--- src/rtl/bus_pkg.sv ---
// Shared definitions for the inter-stage pipeline buses: packet layouts,
// default queue depths, the queue state encoding and modulo pointer stepping.
package bus_pkg;

  localparam int unsigned BUS_DATA_W             = 64;
  localparam int unsigned STORE_TO_FETCH_DEPTH   = 4;
  localparam int unsigned EXECUTE_TO_STORE_DEPTH = 2;

  typedef struct packed {
    logic [31:0] pc;
    logic [31:0] instr;
  } store_to_fetch_packet_t;

  typedef struct packed {
    logic [31:0] addr;
    logic [15:0] data;
    logic [7:0]  rd;
    logic [3:0]  byte_en;
    logic [3:0]  op;
  } execute_to_store_packet_t;

  typedef enum logic [1:0] {
    Q_EMPTY   = 2'd0,
    Q_PARTIAL = 2'd1,
    Q_FULL    = 2'd2
  } queue_state_t;

  // Wraps at depth-1 explicitly so non-power-of-two depths step correctly.
  function automatic int unsigned next_ptr(input int unsigned ptr, input int unsigned depth);
    if (ptr >= depth - 32'd1) begin
      return 32'd0;
    end else begin
      return ptr + 32'd1;
    end
  endfunction

endpackage

--- src/rtl/bus_queue_ptr.sv ---
// Queue pointer register: clear has priority over advance, and advancing
// wraps modulo DEPTH (constant 0 when DEPTH is 1).
module bus_queue_ptr
  import bus_pkg::*;
#(
  parameter int unsigned DEPTH = 4,
  parameter int unsigned PTR_W = (DEPTH > 1) ? $clog2(DEPTH) : 1
) (
  input  logic             i_clk,
  input  logic             i_reset,
  input  logic             i_clear,
  input  logic             i_en,
  output logic [PTR_W-1:0] o_ptr
);

  logic [PTR_W-1:0] r_ptr;

  // Pointer register with synchronous reset/clear and modulo advance.
  always_ff @(posedge i_clk) begin
    if (i_reset || i_clear) begin
      r_ptr <= '0;
    end else if (i_en) begin
      r_ptr <= PTR_W'(next_ptr(32'(r_ptr), DEPTH));
    end else begin
      r_ptr <= r_ptr;
    end
  end

  assign o_ptr = r_ptr;

endmodule

--- src/rtl/stage_bus_queue.sv ---
// In-order DEPTH-entry queue between two pipeline stages with valid/ready on
// both sides, occupancy count, almost-full hint, flush and sticky error flags.
module stage_bus_queue
  import bus_pkg::*;
#(
  parameter int unsigned DATA_W    = 64,
  parameter int unsigned DEPTH     = 4,
  parameter int unsigned AFULL_LVL = DEPTH - 1,
  parameter int unsigned CNT_W     = $clog2(DEPTH + 1)
) (
  input  logic              clk,
  input  logic              reset,
  input  logic              flush,
  input  logic              send_valid,
  input  logic [DATA_W-1:0] send_data,
  output logic              send_ready,
  output logic              recv_valid,
  output logic [DATA_W-1:0] recv_data,
  input  logic              recv_ready,
  output logic [CNT_W-1:0]  count,
  output logic              almost_full,
  output logic              err_overflow,
  output logic              err_underflow
);

  localparam int unsigned PTR_W = (DEPTH > 1) ? $clog2(DEPTH) : 1;

  logic [DATA_W-1:0] r_mem [DEPTH];
  logic [CNT_W-1:0]  r_count;
  logic [CNT_W-1:0]  w_count_nxt;
  queue_state_t      r_state;
  queue_state_t      w_state_nxt;
  logic [PTR_W-1:0]  w_wr_ptr;
  logic [PTR_W-1:0]  w_rd_ptr;
  logic              w_push;
  logic              w_pop;
  logic              w_send_ready;
  logic              w_recv_valid;
  logic              r_err_overflow;
  logic              r_err_underflow;

  // Handshake flags come straight from the state register, so there is
  // no combinational path from the send side to the recv side.
  assign w_send_ready = (r_state != Q_FULL);
  assign w_recv_valid = (r_state != Q_EMPTY);
  assign w_push       = send_valid & w_send_ready;
  assign w_pop        = w_recv_valid & recv_ready;

  bus_queue_ptr #(.DEPTH(DEPTH), .PTR_W(PTR_W)) u_wr_ptr (
    .i_clk   (clk),
    .i_reset (reset),
    .i_clear (flush),
    .i_en    (w_push),
    .o_ptr   (w_wr_ptr)
  );

  bus_queue_ptr #(.DEPTH(DEPTH), .PTR_W(PTR_W)) u_rd_ptr (
    .i_clk   (clk),
    .i_reset (reset),
    .i_clear (flush),
    .i_en    (w_pop),
    .o_ptr   (w_rd_ptr)
  );

  // Next occupancy and state: flush beats push/pop; push+pop leaves count unchanged.
  always_comb begin
    w_count_nxt = r_count;
    w_state_nxt = r_state;
    if (flush) begin
      w_count_nxt = '0;
    end else if (w_push && !w_pop) begin
      w_count_nxt = r_count + CNT_W'(1'b1);
    end else if (w_pop && !w_push) begin
      w_count_nxt = r_count - CNT_W'(1'b1);
    end else begin
      w_count_nxt = r_count;
    end
    if (w_count_nxt == '0) begin
      w_state_nxt = Q_EMPTY;
    end else if (w_count_nxt == CNT_W'(DEPTH)) begin
      w_state_nxt = Q_FULL;
    end else begin
      w_state_nxt = Q_PARTIAL;
    end
  end

  // State and count registers.
  always_ff @(posedge clk) begin
    if (reset) begin
      r_state <= Q_EMPTY;
      r_count <= '0;
    end else begin
      r_state <= w_state_nxt;
      r_count <= w_count_nxt;
    end
  end

  // Sticky protocol-error flags; only reset clears them.
  always_ff @(posedge clk) begin
    if (reset) begin
      r_err_overflow  <= 1'b0;
      r_err_underflow <= 1'b0;
    end else begin
      r_err_overflow  <= r_err_overflow | (send_valid & ~w_send_ready);
      r_err_underflow <= r_err_underflow | (recv_ready & ~w_recv_valid);
    end
  end

  // Storage write; a push coinciding with flush is dropped.
  always_ff @(posedge clk) begin
    if (w_push && !flush) begin
      r_mem[w_wr_ptr] <= send_data;
    end
  end

  assign send_ready    = w_send_ready;
  assign recv_valid    = w_recv_valid;
  assign recv_data     = r_mem[w_rd_ptr];
  assign count         = r_count;
  assign almost_full   = (r_count >= CNT_W'(AFULL_LVL));
  assign err_overflow  = r_err_overflow;
  assign err_underflow = r_err_underflow;

endmodule

--- config.mk ---
export PLATFORM = sky130hd
export DESIGN_NAME = stage_bus_queue
export DESIGN_NICKNAME = d
export VERILOG_FILES = /design/src/rtl/bus_pkg.sv /design/src/rtl/bus_queue_ptr.sv /design/src/rtl/stage_bus_queue.sv
export SDC_FILE = /design/constraint.sdc
export NUM_CORES = 1
export LEC_CHECK = 0
export CORE_UTILIZATION = 34
export CTS_CLUSTER_DIAMETER = 80
export DETAILED_ROUTE_END_ITERATION = 7
export SLEW_MARGIN = 10
export SYNTH_ARGS = -nofsm -noshare
export SYNTH_HDL_FRONTEND = slang
export SYNTH_HIERARCHICAL = 1
export SYNTH_SLANG_ARGS = --single-unit
--- constraint.sdc ---
create_clock -name clk -period 12.8 [get_ports clk]
set_clock_uncertainty 0.1 [all_clocks]
set_input_delay 1.28 -clock clk [delete_from_list [all_inputs] [get_ports clk]]
set_output_delay 1.28 -clock clk [all_outputs]
set_load 0.005 [all_outputs]
* Yosys cells after proc, flatten, opt, wreduce, memory -nomap -nowiden
Memory sizes are Yosys's and may differ from the RTL's. A register that Yosys moved wholly into a read port is not among the register bits. Index checks and enable logic that the tools add are counted.
Word-level totals: bits in registers 11, RAM bits 256, bits of input ports 69, output and inout port bits 72, logic and storage cells 44, memories kept 1
Memories:
- r_mem | words 4, bits a word 64, read ports 1, clocked after Yosys merged registers in 1, wr ports 1, line stage_bus_queue.sv:28 | logic [DATA_W-1:0] r_mem [DEPTH];
Cells by class: add/subtract/negate cells 4, $lt $le $gt $ge 3, equal/unequal tests 2, multiplexer cells 10, bitwise operators 8, reductions and logical operators 10
Operator list (number):
- $mux 2 | 5
- $mux 3 | 3
- $add 2x1->2 const B | 2
- $and 1x1->1 | 4
- $ge 2x2->1 const B | 2
- $add 3x1->3 const B | 1
- $eq 3x3->1 const B | 1
- $ge 3x2->1 const B | 1
- $logic_and 1x1->1 | 3
- $logic_not 1->1 | 3
- $logic_not 3->1 | 1
- $sub 3x1->3 const B | 1
- $mux 1 | 2
- $ne 2x2->1 const B | 1
- $not 1->1 | 2
- $or 1x1->1 | 2
- $reduce_bool 2->1 | 1
- $reduce_or 2->1 | 1
- $logic_or 1x1->1 | 1

* Logic depth before layout (Yosys ltp)
Gate-level depths: netlist of run 1.
depth after elaboration 9, mapped depth 6, depth with buffers taken out 6

* Modules after synthesis
The synthesis of run 1 kept the hierarchy.
By module, submodules not included:
- stage_bus_queue | times used 1, cells each 395, area each 9741.8 µm², seq. area each 7827.5 µm²
- bus_queue_ptr | times used 2, cells each 8, area each 95.1 µm², seq. area each 40.0 µm²

* Worst setup path before layout of run 1
Ideal clock, no wire load.
path kind input to register, start point in send_valid, end point mem r_mem[2][0], enable pin, library setup time 665 ps, data arrival time 8116 ps, data required time 12035 ps, slack 3918 ps, stages 3, buffers on the path 1, path through buf_6 > nand2_1 > nor4b_1
On the way: longest elaborated chain between the ends 4
RTL lines:
- from (decl) | line stage_bus_queue.sv:14 | input logic send_valid,
- $and 1x1->1 | line stage_bus_queue.sv:46 | assign w_push = send_valid & w_send_ready;
- $logic_and 1x1->1 | line stage_bus_queue.sv:111 | if (w_push && !flush) begin
- $mux 1 | line stage_bus_queue.sv:111
- $mux 1 (implied by the code) | line stage_bus_queue.sv:112 | r_mem[w_wr_ptr] <= send_data;
- to (decl) | line stage_bus_queue.sv:28
Every way passes these cells.

==> impl_metrics.tcl, run 1 <==
set metrics [dict create \
    final_cell_mix "edfxtp_1, clkdlybuf4s50_1, mux4_2" \
    worstSetupEndpointType "output port" \
    drive_gt1_share_pct 20.6 \
    htree_levels 1 \
    clk_pin_slew_worst_paths_ns 0.06 \
    yosysWarnings 6 \
    pre_cts_ws_ns 8.66 \
    crit_path_end "recv_data[35]" \
    irDropWorstVdd_mv 0.0958 \
    hold_slack_ns 0.396 \
    routed_wl_um 19300 \
    postCtsSetupRepairBufs 0 \
    synth-edff-count 256 \
    clock-sinks 267 \
    ys_types 39 \
    die_w_um 173 \
    clock-root-buffer "clkbuf_16" \
    critPathLaunchType "flop" \
    period_needed_ns 4.57 \
    via_per_inst 4.82 \
    rsz0062_at_grt "no" \
    status "complete, no violations" \
    arrival_ns 3.19 \
    drt_iter0_markers 350 \
    area_delta_synth_final_pct 27.2 \
    setup_viol 0 \
    path_depth 3 \
    synthFlopType "edfxtp_1" \
    final_util_pct 44.0 \
    hold_class "flop to flop" \
    die_area_mm2 0.0299 \
    drv_cap 0 \
    post-route-period-util_pct 35.7 \
    leakagePower_nw 3.94 \
    cts_hold_buf 0 \
    cts_resized 0 \
    r2r_end "r_mem[3][24]" \
    layout.nets 645 \
    crit_required_ns 11.42 \
    gp_congestion 0.696 \
    finalHoldViolations 0 \
    r2r_cells 4 \
    cts_tree "yes" \
    grt_usage_pct 13.0 \
    synthCells 411 \
    r2r_setup_slack_ns 10.20 \
    grt_overflow 0 \
    grt_pass1_wl_um 29900 \
    max_freq_mhz 219 \
    cp-startpoint "u_rd_ptr/o_ptr[0]" \
    power_density_mw_per_mm2 144 \
    post-route-drc-count 0 \
    slowest_stage "buf_4" \
    clockBufferDepth 3 \
    insertion_delay_ns 0.53 \
    fin_ws_ns 8.23 \
    cp_top_family "buffers and inverters" \
    critical_path.max_stage_delay_ns 0.77 \
    path_max_fanout 39 \
    stdcell_area_mm2 0.0126 \
    rr_startpoint "r_state[0]" \
    critPathKind "flop to output port" \
    dp_hpwl_um 11000 \
    grt_pass1_vias 5144 \
    synth-seq-cells 267 \
    layout_commonest_cell "edfxtp_1" \
    antenna_found_initial 0 \
    cts_buffers 28 \
    drtPass1Iterations 4 \
    core-area_mm2 0.0287 \
    tns_ns 0 \
    io_buffers 140 \
    slew_viol_final 0 \
    row_count 62 \
    pin_count 141 \
    path_buf_inv 2 \
    wl_per_cell_um 19.8 \
    placed_cell_area_mm2 0.0118 \
    syn_area_per_cell_um2 24.2 \
    ant_nets 0 \
    worst_slew_pin_slew_ns 1.10 \
    grt_max_degree 67 \
    die_height_um 173 \
    yosysSeqAreaShare_pct 79.6 \
    synth_fp_nets 485 \
    max_slew_margin_pct 26.9 \
    ys_async_sr_fraction_pct 0 \
    crit_path_cell_trace "buf_4 > mux4_2 > clkdlybuf4s50_1" \
    vias 4706 \
    start_util_pct 34.6 \
    synth_area_mm2 0.00993 \
]
metrics by stage:
step                std cells  total power [mW]
floorplan                 411              1.04
global placement          925              1.10
detailed placement        925              1.10
CTS                       976              1.85
global route              976              1.89
finish                    977              1.82
cells in the mapped netlist (2+ instances only):
cell type	n	area (um2)
mux2i_1	5	50.1
mux4_2	64	1440
nand2_1	4	15.0
nand2b_1	3	18.8
nor2_1	6	22.5
nor3_1	4	20.0
edfxtp_1	256	7690
nor4b_1	2	17.5
ha_1	5	62.6
a211oi_2	2	25.0
and3_1	3	18.8
buf_6	3	33.8
buf_4	6	45.0
or3b_1	2	17.5
and2_1	2	12.5
inv_1	6	22.5
buf_1	6	22.5
dfxtp_1	11	220
power breakdown:
group / internal (mW) / total, mW / switching [mW] / leakage, nW
Clock: 0.431 / 0.740 / 0.308 / 0.411
Combinational: 0.0612 / 0.103 / 0.0418 / 1.11
Sequential: 0.974 / 0.981 / 0.00713 / 2.42
Total: 1.47 / 1.82 / 0.357 / 3.94
cell type report:
cell class,instances,area (um2)
sequential,267,7920
tap,384,480
clock buffer,37,756
clock inverter,14,87.6
antenna,1,2.50
multi-input combinational,121,1910
fill,2462,16100
timing repair buffer,147,1450
inverter,6,22.5
sequential cells by signal, summed over array words and instances (netlist names):
name,cells
r_mem,256
err_overflow,1
count,3
r_state,2
u_rd_ptr/o_ptr,2
u_wr_ptr/o_ptr,2
err_underflow,1
worst min-delay path by stage:
stage	startpoint	to	slack, ns	cells past startpoint
detailed placement	err_underflow	err_underflow	0.38	2
floorplan	err_underflow	err_underflow	0.36	2
global placement	err_underflow	err_underflow	0.36	2
CTS	err_underflow	err_underflow	0.40	2
global route	err_underflow	err_underflow	0.43	2
finish	err_underflow	err_underflow	0.40	2
per-layer routing:
| layer | vias up | wire length (um) | global-route usage [%] |
|---|---|---|---|
| li1 | 2071 | - | - |
| met2 | 136 | 9680 | 22.1 |
| met4 | 0 | 412 | 3.50 |
| met3 | 35 | 1090 | 2.88 |
| met1 | 2464 | 8150 | 16.9 |
| met5 | - | 0 | 0 |
worst register-to-register path, delay by kind of cell (launching register included):
kind / cells / cell delay [ns]
AND/OR/NAND/NOR: 4 / 1.55
flip-flops: 1 / 0.56
cell families (layout without fill, tap and decap cells):
group                      Yosys count  count (layout)  synth area share, %
AOI/OAI and AO/OA                   13              13                 1.27
xor gates and xnor gates             1               1                0.164
other                                0               1                    0
buffers and inverters               23             204                 1.35
adders and majority gates            5               5                0.630
muxes                               70              70                 15.1
and+or+nand+nor                     32              32                 1.84
DFF                                267             267                 79.6
(Power assumes the default switching activity.)
==> inputs of run 2 (changes only) <==
==> constraint.sdc (replaced) <==
create_clock -name clk -period 4.5 [get_ports clk]
set_clock_uncertainty 0.1 [all_clocks]
set_input_delay 0.45 -clock clk [delete_from_list [all_inputs] [get_ports clk]]
set_output_delay 0.45 -clock clk [all_outputs]
set_load 0.005 [all_outputs]
==> run 2 against run 1 <==
Core utilization up 0.18 points; clock power rose to 2.9 times the previous value; first-iteration DRC count down 22%; sequential power rose to 2.8 times the previous value; non-clock buffer count down 1; power rose to 2.9 times the previous value; via count down 1.8%; die area unchanged; critical endpoint is now recv_data[51]; largest cell class unchanged.
==> impl_metrics.tcl, run 2 (synthesis gave the netlist of run 1 again) <==
set metrics [dict create \
    post-route-drc-count 0 \
    arrival_ns 2.90 \
    pin_count 141 \
    r2r_end "r_mem[2][52]" \
    path_max_fanout 42 \
    via_per_inst 4.73 \
    cts_hold_buf 0 \
    rsz0062_at_grt "no" \
    finalHoldViolations 0 \
    vias 4621 \
    insertion_delay_ns 0.52 \
    cts_tree "yes" \
    hold_end "err_overflow" \
    wl_per_cell_um 19.4 \
    hold_depth 2 \
    grt_usage_pct 12.8 \
    clockBufferDepth 3 \
    crit_required_ns 3.95 \
    tns_ns 0 \
    htree_levels 1 \
    cts_resized 0 \
    period_needed_ns 3.45 \
    die_w_um 173 \
    stdcell_count 977 \
    grt_pass1_vias 5222 \
    drive_gt1_share_pct 20.8 \
    placed_cell_area_mm2 0.0118 \
    post-route-period-util_pct 76.7 \
    drtPass1Iterations 4 \
    clock-root-buffer "clkbuf_16" \
    core-area_mm2 0.0287 \
    dp_hpwl_um 10900 \
    dp.cells 924 \
    layout.nets 644 \
    max_slew_margin_pct 31.2 \
    final_cell_mix "edfxtp_1, clkdlybuf4s50_1, mux4_2" \
    clk_pin_slew_worst_paths_ns 0.06 \
    critPathLaunchType "flop" \
    grt_pass1_wl_um 29400 \
    r2r_cells 4 \
    max_freq_mhz 290 \
    hold_class "flop to flop" \
    die_area_mm2 0.0299 \
    top_register "r_mem" \
    worstSetupEndpointType "output port" \
    routed_wl_um 18900 \
    io_buffers 140 \
    setup_viol 0 \
    grt_overflow 0 \
    power_density_mw_per_mm2 412 \
    layout_commonest_cell "edfxtp_1" \
    die_height_um 173 \
    hp-start "err_overflow" \
    ant_nets 0 \
    r2r_setup_slack_ns 1.79 \
    start_util_pct 34.6 \
    postCtsSetupRepairBufs 0 \
    gp_congestion 0.795 \
    cts_buffers 28 \
    leakagePower_nw 3.95 \
    area_delta_synth_final_pct 27.7 \
    irDropWorstVdd_mv 0.272 \
    rr_startpoint "r_state[0]" \
    status "complete, no violations" \
    antenna_found_initial 2 \
    worst_slew_pin_slew_ns 1.03 \
    largest_reg_flops 256 \
    drv_cap 0 \
    clock-sinks 267 \
    slew_viol_final 0 \
    drt_iter0_markers 273 \
    critPathKind "flop to output port" \
    grt_max_degree 67 \
    stdcell_area_mm2 0.0127 \
    hold_slack_ns 0.401 \
    row_count 62 \
]
[run 2: worst max-delay path by stage]
stage	from	endpoint	slack [ns]	depth (start not counted)
5_1_grt	u_rd_ptr/o_ptr[0]	recv_data[59]	0.81	3
6_report	u_rd_ptr/o_ptr[0]	recv_data[51]	1.05	3
2_1_floorplan	r_state[0]	r_mem[2][0]	1.0	4
3_5_place_dp	send_valid	r_mem[2][0]	1.30	4
3_3_place_gp	send_valid	r_mem[2][0]	1.37	4
4_1_cts	u_rd_ptr/o_ptr[0]	recv_data[58]	0.91	3
[run 2: worst max-delay path, stage by stage, from the launching register on]
cell and delay, ns:
dfxtp_4 0.90, buf_4 0.42, mux4_2 0.57, clkdlybuf4s50_1 0.46
[run 2: power breakdown]
| group | internal (mW) | switching [mW] |
|---|---|---|
| clock network | 1.26 | 0.875 |
| registers | 2.77 | 0.0213 |
| logic | 0.175 | 0.119 |
[run 2: stage by stage]
step                util [%]  total power [mW]  worst slack, ns
floorplan                  -              2.95            0.997
global placement        41.2              3.13             1.37
global route            44.2              5.40            0.815
CTS                     44.2              5.30            0.913
detailed placement      41.2              3.14             1.30
finish                  44.2              5.22             1.05
[run 2: per-layer routing]
metal	track usage, %	wire length, um	up-vias
li1	-	-	2069
met1	15.9	7900	2402
met2	22.1	9520	119
met3	3.56	1140	29
met4	3.24	346	2
met5	0	17	-
[run 2: layout make-up]
cell class / instances / area, um2
fill: 2469 / 16000
sequential: 267 / 7920
multi-input combinational: 121 / 1940
timing repair buffer: 146 / 1460
clock buffer: 42 / 785
tap: 384 / 480
clock inverter: 10 / 78.8
inverter: 6 / 22.5
antenna: 1 / 2.50
==> inputs of run 3 (changes only) <==
==> constraint.sdc (replaced) <==
create_clock -name clk -period 3.6 [get_ports clk]
set_clock_uncertainty 0.1 [all_clocks]
set_input_delay 0.36 -clock clk [delete_from_list [all_inputs] [get_ports clk]]
set_output_delay 0.36 -clock clk [all_outputs]
set_load 0.005 [all_outputs]
==> run 3 against run 2 <==
Register-to-register slack worse by 0.50 ns; non-clock buffer count rose by 2; worst setup slack got worse by 0.56 ns; sequential share of layout area is 0.58 points lower.
==> impl_metrics.tcl, run 3 (synthesis gave the netlist of run 1 again) <==
set metrics [dict create \
    layout_commonest_cell "edfxtp_1" \
    start_util_pct 34.6 \
    grt_pass1_vias 5176 \
    power.share.switching_pct 19.3 \
    fillerInstances 2454 \
    r2r_cells 5 \
    core-area_mm2 0.0287 \
    power_frac_comb_pct 5.7 \
    status "complete, no violations" \
    post-route-period-util_pct 86.3 \
    post-route-drc-count 0 \
    dp.cells 926 \
    arrival_ns 2.65 \
    ant_nets 0 \
    critPathLaunchType "flop" \
    final_util_pct 44.6 \
    rsz0062_at_grt "no" \
    placed_cell_area_mm2 0.0119 \
    crit_path_end "recv_data[57]" \
    cts_buffers 28 \
    clk_pin_slew_worst_paths_ns 0.06 \
    setup_viol 0 \
    cts_hold_buf 0 \
    antennaDiodeCount 0 \
    cts_resized 0 \
    power_density_mw_per_mm2 516 \
    drtPass1Iterations 4 \
    crit_required_ns 3.14 \
    wl_per_cell_um 19.4 \
    r2r_end "r_mem[3][4]" \
    grt_pass1_wl_um 29200 \
    layout.nets 646 \
    insertion_delay_ns 0.53 \
    clock-root-buffer "clkbuf_16" \
    dp_hpwl_um 11200 \
    vias 4638 \
    p_switching_mw 1.28 \
    clock-sinks 267 \
    multi_input_area_mm2 0.00194 \
    grt_overflow 0 \
    grt_usage_pct 12.8 \
    r2r_setup_slack_ns 1.29 \
    worstSetupEndpointType "output port" \
    htree_levels 1 \
    tns_ns 0 \
    fin_ws_ns 0.492 \
    drv_cap 0 \
    critPathKind "flop to output port" \
    pin_count 141 \
    die_w_um 173 \
    antenna_found_initial 1 \
    stdcell_area_mm2 0.0128 \
    pre_cts_ws_ns 0.895 \
    row_count 62 \
    cp-startpoint "u_rd_ptr/o_ptr[0]" \
    slew_viol_final 0 \
    die_area_mm2 0.0299 \
    top_register "r_mem" \
    hold_slack_ns 0.368 \
    drt_iter0_markers 303 \
    routed_wl_um 18900 \
    irDropWorstVdd_mv 0.252 \
    pwr-share-seq_pct 52.7 \
    grt_max_degree 65 \
    seqCellArea_mm2 0.00792 \
    worst_slew_pin_slew_ns 0.705 \
    path_max_fanout 36 \
    rr_startpoint "r_state[0]" \
    max_freq_mhz 322 \
    max_slew_margin_pct 52.8 \
    largest_reg_flops 256 \
    final_cell_mix "edfxtp_1, clkdlybuf4s50_1, mux4_2" \
    p_total_mw 6.61 \
    period_needed_ns 3.11 \
    die_height_um 173 \
    p_clk_share_pct 41.6 \
    via_per_inst 4.75 \
    cts_tree "yes" \
    leakagePower_nw 4.00 \
    drive_gt1_share_pct 22.1 \
    intPower_mw 5.33 \
    hold_class "input port to flop" \
    clockBufferDepth 3 \
    gp_congestion 0.793 \
    finalHoldViolations 0 \
    postCtsSetupRepairBufs 0 \
    area_delta_synth_final_pct 28.9 \
    io_buffers 140 \
    stdcell_count 976 \
]
run 3: changes by cell type in the layout (fill, tap and decap cells not counted), sizes merged:
cell | previous run | this run
buf | 6 | 8
clkbuf | 42 | 40
diode | 1 | 0
run 3: power groups by stage:
stage | clock, mW | sequential, mW | combinational (mW)
floorplan | 0 | 3.55 | 0.147
global placement | 0 | 3.55 | 0.372
detailed placement | 0 | 3.55 | 0.381
CTS | 2.82 | 3.49 | 0.383
global route | 2.93 | 3.49 | 0.405
finish | 2.75 | 3.49 | 0.376
run 3: worst max-delay path, cell delays in order (launching register included):
cell and delay, ns:
dfxtp_4 0.64, buf_12 0.36, mux4_2 0.60, clkdlybuf4s50_1 0.47
run 3: area by class of cell:
type                    count  share of cell area [%]
inverters                   6                   0.176
multi-input cells         121                    15.2
repair buffers            148                    12.0
well taps                 384                    3.75
clock buffers              40                    6.38
clock inverters            10                   0.704
flip-flops and latches    267                    61.8
run 3: layer usage:
metal,track usage [%],part of all wire (%)
met1,16.2,42
met2,21.7,50
met3,3.14,5.6
met4,3.69,1.9
met5,0,0
run 3: worst min path at each step:
stage                     slack, ns           endpoint          start  depth (start not counted)
after floorplan                0.32  u_rd_ptr/o_ptr[0]          reset                          1
after global placement         0.37      err_underflow  err_underflow                          2
after detailed placement       0.38      err_underflow  err_underflow                          2
after CTS                      0.34       r_mem[3][43]  send_data[43]                          1
after global routing           0.36       r_mem[3][43]  send_data[43]                          1
final                          0.37       r_mem[3][43]  send_data[43]                          1
